<file path="src/rtl/phase_sequencer_pkg.sv">
// rtl/phase_sequencer_pkg.sv - shared opcodes, phase constants and state type for the phase sequencer
package phase_sequencer_pkg;

   localparam logic [1:0] OP_LD  = 2'b00;
   localparam logic [1:0] OP_ST  = 2'b01;
   localparam logic [1:0] OP_BR  = 2'b10;
   localparam logic [1:0] OP_ALU = 2'b11;

   localparam logic [3:0] ALU_IN  = 4'b1100;
   localparam logic [3:0] ALU_OUT = 4'b1101;
   localparam logic [3:0] ALU_HLT = 4'b1111;

   localparam int PHASE_IDLE = 0;
   localparam int LAST_PHASE = 5;

   typedef enum logic [1:0] {
      ST_IDLE,
      ST_RUN,
      ST_IO_WAIT,
      ST_HALTED
   } seq_state_e;

   // Arithmetic/logic ops 0000..0110 and 1000..1011 produce meaningful flags.
   function automatic logic alu_op_sets_flags(input logic [3:0] alu_op);
      return (alu_op <= 4'd6) || ((alu_op >= 4'd8) && (alu_op <= 4'd11));
   endfunction

endpackage

</file>
<file path="src/rtl/phase_sequencer_flag_reg.sv">
// rtl/phase_sequencer_flag_reg.sv - S/Z/C/V condition register, loaded at the end of phase 3
module flag_reg #(
   parameter int WORD_W  = 16,
   parameter int PHASE_W = 3
) (
   input  logic               clk_i,
   input  logic               rst_i,
   input  logic [PHASE_W-1:0] phase_i,
   input  logic [WORD_W-1:0]  instruction_i,
   input  logic [3:0]         alu_flags_i,
   output logic [3:0]         flags_o
);
   import phase_sequencer_pkg::*;

   localparam logic [PHASE_W-1:0] PH_FLAGS = PHASE_W'(LAST_PHASE - 2);

   logic [1:0] op;
   logic [3:0] alu_op;
   logic       load_en;
   logic       unused_bits;
   logic [3:0] flags_q;

   assign op          = instruction_i[WORD_W-1 -: 2];
   assign alu_op      = instruction_i[7:4];
   assign unused_bits = ^{instruction_i[WORD_W-3:8], instruction_i[3:0]};
   assign load_en     = (phase_i == PH_FLAGS) && (op == OP_ALU) && alu_op_sets_flags(alu_op);

   always_ff @(posedge clk_i) begin
      if (rst_i) begin
         flags_q <= '0;
      end else if (load_en) begin
         flags_q <= alu_flags_i;
      end
   end

   assign flags_o = flags_q;

endmodule

</file>
<file path="src/rtl/phase_sequencer.sv">
// rtl/phase_sequencer.sv - run/stop/step phase counter with HLT detect and IN/OUT phase-4 stalls
module phase_sequencer #(
   parameter int WORD_W     = 16,
   parameter int PHASE_W    = 3,
   parameter int LAST_PHASE = 5
) (
   input  logic               clk,
   input  logic               rst,
   input  logic               run_req,
   input  logic               stop_req,
   input  logic               step_mode,
   input  logic [WORD_W-1:0]  instruction,
   input  logic               alu_s,
   input  logic               alu_z,
   input  logic               alu_c,
   input  logic               alu_v,
   input  logic               in_valid,
   input  logic               out_ready,
   output logic [PHASE_W-1:0] phase,
   output logic               S,
   output logic               Z,
   output logic               C,
   output logic               V,
   output logic               running,
   output logic               halted,
   output logic               in_ack,
   output logic               out_valid
);
   import phase_sequencer_pkg::*;

   localparam logic [PHASE_W-1:0] PH_IDLE  = PHASE_W'(PHASE_IDLE);
   localparam logic [PHASE_W-1:0] PH_FIRST = PHASE_W'(1);
   localparam logic [PHASE_W-1:0] PH_HLT   = PHASE_W'(2);
   localparam logic [PHASE_W-1:0] PH_IO    = PHASE_W'(LAST_PHASE - 1);
   localparam logic [PHASE_W-1:0] PH_LAST  = PHASE_W'(LAST_PHASE);

   seq_state_e         state_q;
   logic [PHASE_W-1:0] phase_q;
   logic               running_q;
   logic               halted_q;
   logic               stop_pending_q;

   logic [1:0] op;
   logic [3:0] alu_op;
   logic       is_hlt;
   logic       is_in;
   logic       is_out;
   logic       io_stall;
   logic [3:0] flags;

   assign op       = instruction[WORD_W-1 -: 2];
   assign alu_op   = instruction[7:4];
   assign is_hlt   = (op == OP_ALU) && (alu_op == ALU_HLT);
   assign is_in    = (op == OP_ALU) && (alu_op == ALU_IN);
   assign is_out   = (op == OP_ALU) && (alu_op == ALU_OUT);
   assign io_stall = (is_in && !in_valid) || (is_out && !out_ready);

   always_ff @(posedge clk) begin
      if (rst) begin
         state_q        <= ST_IDLE;
         phase_q        <= PH_IDLE;
         running_q      <= 1'b0;
         halted_q       <= 1'b0;
         stop_pending_q <= 1'b0;
      end else begin
         case (state_q)
            ST_IDLE: begin
               if (run_req) begin
                  state_q        <= ST_RUN;
                  phase_q        <= PH_FIRST;
                  running_q      <= 1'b1;
                  stop_pending_q <= stop_req;
               end
            end
            ST_RUN, ST_IO_WAIT: begin
               if (stop_req) begin
                  stop_pending_q <= 1'b1;
               end
               if ((phase_q == PH_HLT) && is_hlt) begin
                  state_q        <= ST_HALTED;
                  phase_q        <= PH_IDLE;
                  running_q      <= 1'b0;
                  halted_q       <= 1'b1;
                  stop_pending_q <= 1'b0;
               end else if ((phase_q == PH_IO) && io_stall) begin
                  state_q <= ST_IO_WAIT;
               end else if (phase_q == PH_LAST) begin
                  // A stop arriving in the last phase still counts for this boundary.
                  if (!step_mode && !stop_pending_q && !stop_req) begin
                     state_q <= ST_RUN;
                     phase_q <= PH_FIRST;
                  end else begin
                     state_q        <= ST_IDLE;
                     phase_q        <= PH_IDLE;
                     running_q      <= 1'b0;
                     stop_pending_q <= 1'b0;
                  end
               end else begin
                  state_q <= ST_RUN;
                  phase_q <= phase_q + PHASE_W'(1);
               end
            end
            ST_HALTED: begin
               state_q <= ST_HALTED;
            end
            default: begin
               state_q <= ST_IDLE;
               phase_q <= PH_IDLE;
            end
         endcase
      end
   end

   flag_reg #(
      .WORD_W  (WORD_W),
      .PHASE_W (PHASE_W)
   ) u_flag_reg (
      .clk_i         (clk),
      .rst_i         (rst),
      .phase_i       (phase_q),
      .instruction_i (instruction),
      .alu_flags_i   ({alu_s, alu_z, alu_c, alu_v}),
      .flags_o       (flags)
   );

   assign {S, Z, C, V} = flags;
   assign phase        = phase_q;
   assign running      = running_q;
   assign halted       = halted_q;
   assign in_ack       = running_q && (phase_q == PH_IO) && is_in && in_valid;
   assign out_valid    = running_q && (phase_q == PH_IO) && is_out;

endmodule

</file>
<file path="config.mk">
export PLATFORM = sky130hd
export DESIGN_NAME = phase_sequencer
export DESIGN_NICKNAME = d
export VERILOG_FILES = /design/src/rtl/phase_sequencer_pkg.sv /design/src/rtl/phase_sequencer_flag_reg.sv /design/src/rtl/phase_sequencer.sv
export SDC_FILE = /design/constraint.sdc
export NUM_CORES = 1
export LEC_CHECK = 0
export ABC_AREA = 1
export BUFFER_PORTS_ARGS = -buffer_cell sky130_fd_sc_hd__clkbuf_2
export CAP_MARGIN = 40
export CORE_MARGIN = 2
export CORE_UTILIZATION = 46
export CTS_BUF_LIST = sky130_fd_sc_hd__clkbuf_4
export DETAILED_ROUTE_END_ITERATION = 8
export GPL_ROUTABILITY_DRIVEN = 0
export HOLD_SLACK_MARGIN = 0.03
export PLACE_DENSITY = 0.8
export RECOVER_POWER = 50
export SYNTH_ARGS = -nofsm -noshare
export SYNTH_HDL_FRONTEND = slang
export SYNTH_SLANG_ARGS = --single-unit
</file>
<file path="constraint.sdc">
create_clock -name clk -period 1.6 [get_ports clk]
set_clock_uncertainty 0.1 [all_clocks]
set_input_delay 0.08 -clock clk [delete_from_list [all_inputs] [get_ports clk]]
set_output_delay 0.08 -clock clk [all_outputs]
set_load 0.005 [all_outputs]
</file>
==> flow_metrics.tcl, run 1 <==
set metrics [dict create \
    critPathKind "reg -> reg" \
    num_vias 830 \
    worstMarginPinSlew_ns 0.1904 \
    die_w_microns 44.74 \
    post_drt_via_cell_ratio 4.940 \
    status "finished, violations left" \
    grtUsageTotal 0.1947 \
    cts_made_buffers 3 \
    sw_frac_of_total 0.3214 \
    p_seq_frac 0.448 \
    post-dp-hpwl_mm 1.399 \
    critical_path.startpoint "state_q[0]$_SDFFE_PP0P_" \
    whs_path_depth 3 \
    vdd_drop_max_uv 530.9 \
    finalMaxSlewViolations 0 \
    die_area_sq_mm 0.002001 \
    cts_buffer_depth 2 \
    hold_slack_ns -0.002306 \
    syn_inst 114 \
    p_switching_uw 240.0 \
    total_power_uw 747.0 \
    fin_area_sq_mm 0.001046 \
    io_pins 38 \
    drive_above_1_share 0.3289 \
    route.met3.wl_microns 72 \
    worst_path_largest_cell_delay_ns 0.34 \
    antenna_found_initial 0 \
    finalWorstSetupSlack_ns 0.06263 \
    whs_endpoint "u_flag_reg.flags_o[1]$_SDFFE_PP0P_" \
    start_util 0.5008 \
    cellLeakagePower_uw 0.0004857 \
    crit_top_cell "inv_1" \
    final-hold-violation-count 1 \
    p_int_uw 506.9 \
    ff2ff_path_depth 9 \
    layout_common_cells "nand2_1 (23), clkbuf_2 (23), inv_1 (20), a21oi_1 (12), dfxtp_1 (10)" \
    critPathCaptureType "register" \
    top_layer_used "met4" \
    syn-num-nets 144 \
    synth_area_leader_cell "dfxtp_1" \
    max-cap-violations 0 \
    drt_wl_total_mm 1.803 \
    r2r-start "state_q[0]$_SDFFE_PP0P_" \
    port_buffers 27 \
    die_y_microns 44.74 \
    yosys.area.top_type_share 0.3148 \
    drt_iter0_drc 16 \
    min_path_type "in -> reg" \
    clock-root-buffer "clkbuf_4" \
    reg2reg_to "phase[0]$_SDFFE_PP0P_" \
    drc 0 \
    rrSetupSlack_ns 0.06 \
    drtAntennaViolNets 0 \
    cp.arrival_ns 1.64 \
    first_global_vias 756 \
    cts_sinks 12 \
    post_drt_wl_per_cell_microns 10.73 \
    powerDensity_mw_per_mm2 714.1 \
    critPathSlowestCell "dfxtp_1" \
    comb_power_share 0.303 \
    crit_chain "inv_1, ha_4, inv_1, a21oi_4, buf_12, nand2_4, inv_2, nand2_1, a21oi_1" \
    clk_pin_slew_ns 0.08 \
    diodes 0 \
    synth_seq_cells 12 \
    startpoint_type "register" \
    clk_latency_ns 0.27 \
    netlist_area_sq_um 763.2 \
    dpl_cell_area_sq_um 925.9 \
    cp_max_fo 4 \
    synth_area_leaders "dfxtp_1 (31%), nand2_1 (11%), inv_1 (9.8%), a21oi_1 (7.9%), ha_1 (4.9%)" \
    core_sq_mm 0.001524 \
    power.share.clock 0.249 \
    fin_crit_sh 0.9609 \
    wl_met2_microns 919 \
    seq_area_frac_synth 0.3148 \
    clock.fmax_mhz 650.5 \
    hold_path_startpoint "alu_c" \
    required_ns 1.70 \
    violations "negative hold slack" \
    period_minus_slack_ns 1.537 \
    yosysWarnings 0 \
    critPathTopFamily "buffers and inverters" \
    first_pass_iters 4 \
    htreeDepth 1 \
    worst-path-buf-inv 4 \
    synth.avg_cell_area_sq_um 6.695 \
    slew_headroom 0.8729 \
    setup_viol 0 \
    post-place-ws_ns 0.04340 \
    wl_met1_microns 802 \
    grt_pass1_wl_mm 2.842 \
    ys_types 22 \
    nets 184 \
    grt_max_degree 9 \
    grt_overflow 0 \
    row_count 14 \
    area_growth_pct 37.05 \
    cts_tree "done" \
]
-- repair_timing --
item,4_1_cts,5_1_grt
pin swaps,0,2
hold buffers,4,1
setup buffers,0,2
endpoints found under the hold margin,9,1
setup endpoints to repair,1,11
gates cloned,0,0
resized for setup,1,6
-- cells in the mapped netlist --
master,instances
nand3b_1,1
nand4_1,3
a21oi_4,1
o211ai_1,1
nand3_1,5
a21oi_1,12
nand2_1,23
inv_2,4
dfxtp_1,12
nand3_4,1
nand2_4,1
o22ai_1,1
and2_1,1
nor2_2,4
ha_1,3
nor2_1,10
o21ai_1,2
nand3_2,1
nor2_4,1
o21ai_0,4
inv_1,20
nand2_2,3
-- cell type report --
class	count	area, sq um
inverters	24	90.09
multi-input cells	78	455.4
repair buffers	35	215.2
clock buffers	3	22.52
well taps	16	20.02
flip-flops and latches	12	242.7
fillers	124	478.0
-- power by group through the flow --
stage	combinational, uW	clock, uW	sequential [uW]
2_1_floorplan	125	0	338
3_3_place_gp	180	0	339
3_5_place_dp	188	0	339
4_1_cts	197	190	333
5_1_grt	249	202	337
6_report	226	186	335
-- registers in the layout, indices dropped and copies added (netlist names) --
register            cells
phase                   3
stop_pending_q          1
running                 1
u_flag_reg.flags_o      4
state_q                 2
halted                  1
-- worst max-delay path by stage --
stage / slack [ns] / cells after the start / endpoint
finish: 0.06 / 9 / phase[0]$_SDFFE_PP0P_
global route: -0.009 / 9 / phase[0]$_SDFFE_PP0P_
CTS: 0.02 / 8 / stop_pending_q$_SDFFE_PP0P_
detailed placement: 0.04 / 6 / u_flag_reg.flags_o[1]$_SDFFE_PP0P_
global placement: 0.09 / 8 / stop_pending_q$_SDFFE_PP0P_
floorplan: 0.13 / 8 / stop_pending_q$_SDFFE_PP0P_
-- worst min-delay path: stages --
cell      delay [ns]
clkbuf_2        0.08
o21ai_1         0.07
a21oi_1         0.10
-- stage by stage --
stage	utilization	setup TNS [ns]	instances	hold WS, ns
CTS	0.6502	0	165	0.03131
finish	0.6864	0	168	-0.002306
global route	0.6864	-0.01132	168	0.05275
global placement	0.6076	0	158	0.2533
floorplan	-	0	114	0.04907
detailed placement	0.6076	0	158	0.2603
-- per-layer routing --
layer  vias to the layer above  track usage
li1                        441            -
met1                       371       0.2065
met2                        16       0.3449
met3                         2      0.04800
met4                         0       0.1152
met5                         -            0
-- cell families (layout without fill, tap and decap cells) --
logic type,count (synthesis),after routing,share of synthesized area
and+or+nand+nor,54,54,0.3607
DFF,12,12,0.3148
adders and majority gates,3,3,0.04919
AOI/OAI and AO/OA,21,21,0.1574
buffers and inverters,24,62,0.1180
(Power assumes the default switching activity.)
==> inputs of run 2 (changes only) <==
Settings changed: MAX_ROUTING_LAYER set to met4.
==> run 2 against run 1 <==
  * The run still ends with negative hold slack left
  * Die area unchanged
  * Fmax about the same
  * Non-clock buffer count unchanged
  * Critical endpoint unchanged
  * Global-route usage increased by 0.59 points
  * Sequential share of layout area unchanged
  * Power about the same
  * Critical path depth unchanged
==> flow_metrics.tcl, run 2 (same netlist as run 1, synthesis figures left out) <==
set metrics [dict create \
    status "finished, violations left" \
    violations "negative hold slack" \
    cp.arrival_ns 1.64 \
    wl_met1_microns 813 \
    worst-path-buf-inv 4 \
    vdd_drop_max_uv 534.3 \
    die_y_microns 44.74 \
    post-place-ws_ns 0.04340 \
    finalWorstSetupSlack_ns 0.06160 \
    period_minus_slack_ns 1.538 \
    port_buffers 27 \
    setup_viol 0 \
    powerDensity_mw_per_mm2 714.7 \
    slew_headroom 0.8716 \
    cts_buffer_depth 2 \
    die_w_microns 44.74 \
    antenna_found_initial 0 \
    nets 184 \
    grt_overflow 0 \
    drtAntennaViolNets 0 \
    grt_pass1_wl_mm 2.835 \
    io_pins 38 \
    total_power_uw 747.6 \
    clk_pin_slew_ns 0.08 \
    fin_crit_sh 0.9615 \
    fillCellCount 124 \
    multi_input_area_sq_um 455.4 \
    layout_common_cells "nand2_1 (23), clkbuf_2 (23), inv_1 (20), a21oi_1 (12), dfxtp_1 (10)" \
    clock.fmax_mhz 650.0 \
    ff2ff_path_depth 9 \
    drive_above_1_share 0.3289 \
    area_growth_pct 37.05 \
    start_util 0.5008 \
    finalMaxSlewViolations 0 \
    die_area_sq_mm 0.002001 \
    cts_tree "done" \
    rrSetupSlack_ns 0.06 \
    first_pass_iters 4 \
    top_layer_used "met4" \
    critPathKind "reg -> reg" \
    cp_max_fo 4 \
    grtUsageTotal 0.2005 \
    grt_max_degree 9 \
    min_path_type "in -> reg" \
    post_drt_wl_per_cell_microns 10.76 \
    post_drt_via_cell_ratio 4.923 \
    diodes 0 \
    worst_path_largest_cell_delay_ns 0.34 \
    cts_made_buffers 3 \
    route.met3.wl_microns 68 \
    drt_wl_total_mm 1.807 \
    critPathCaptureType "register" \
    htreeDepth 1 \
    drc 0 \
    critPathTopFamily "buffers and inverters" \
    wl_met2_microns 915 \
    final-seq-area_sq_um 242.7 \
    crit_top_cell "inv_1" \
    crit_chain "inv_1, ha_4, inv_1, a21oi_4, buf_12, nand2_4, inv_2, nand2_1, a21oi_1" \
    drt_iter0_drc 13 \
    num_vias 827 \
    first_global_vias 756 \
    required_ns 1.70 \
    cp.depth 9 \
    critPathSlowestCell "dfxtp_1" \
    final-hold-violation-count 1 \
    hold_slack_ns -0.003178 \
    worstMarginPinSlew_ns 0.1924 \
    post-dp-hpwl_mm 1.399 \
    cts_sinks 12 \
    max-cap-violations 0 \
    row_count 14 \
    clk_latency_ns 0.27 \
    cellLeakagePower_uw 0.0004857 \
    utilization 0.6864 \
    clock-root-buffer "clkbuf_4" \
    core_sq_mm 0.001524 \
    startpoint_type "register" \
    largest_register_ffs 4 \
    whs_path_depth 3 \
]
[run 2: area by class of cell]
class,instances,area share
multi-input combinational,78,0.4354
sequential,12,0.2321
timing repair buffer,35,0.2057
inverter,24,0.08612
clock buffer,3,0.02153
tap,16,0.01914
[run 2: layer usage]
metal,track usage,vias up
li1,-,441
met1,0.2090,368
met2,0.3449,16
met3,0.04400,2
met4,0.1152,0
met5,-,-
[run 2: where the power goes]
group	internal [uW]	switching (uW)	total [uW]
registers	317	17.6	335
clock network	87.0	99.6	187
logic	103	123	226
total	507	241	748
[run 2: stage by stage]
| stage | cells | hold slack [ns] | setup TNS (ns) | cell area [sq um] |
|---|---|---|---|---|
| after CTS | 165 | 0.03131 | 0 | 991.0 |
| after detailed placement | 158 | 0.2603 | 0 | 925.9 |
| after floorplan | 114 | 0.04907 | 0 | 763.2 |
| after global placement | 158 | 0.2533 | 0 | 925.9 |
| after global routing | 168 | 0.05274 | -0.01132 | 1046 |
| final | 168 | -0.003178 | 0 | 1046 |
[run 2: worst paths after layout]
| kind | start | end |
|---|---|---|
| worst min register to register | u_flag_reg.flags_o[3]$_SDFFE_PP0P_ | u_flag_reg.flags_o[3]$_SDFFE_PP0P_ |
| worst min-delay path | alu_c | u_flag_reg.flags_o[1]$_SDFFE_PP0P_ |
| worst max-delay path | state_q[0]$_SDFFE_PP0P_ | phase[0]$_SDFFE_PP0P_ |
| worst max register to register | state_q[0]$_SDFFE_PP0P_ | phase[0]$_SDFFE_PP0P_ |
[run 2: worst min-delay path: cells and delay by family]
kind,cells,cell delay [ns]
AO/OA/AOI/OAI,2,0.17
buffers and inverters,1,0.08
[run 2: repair_timing]
item | in CTS | in global routing
pin swaps | 0 | 2
buffers inserted | 0 | 2
endpoints found under the hold margin | 9 | 1
endpoints found under the setup margin | 1 | 11
hold buffers | 4 | 1
resized for setup | 1 | 6
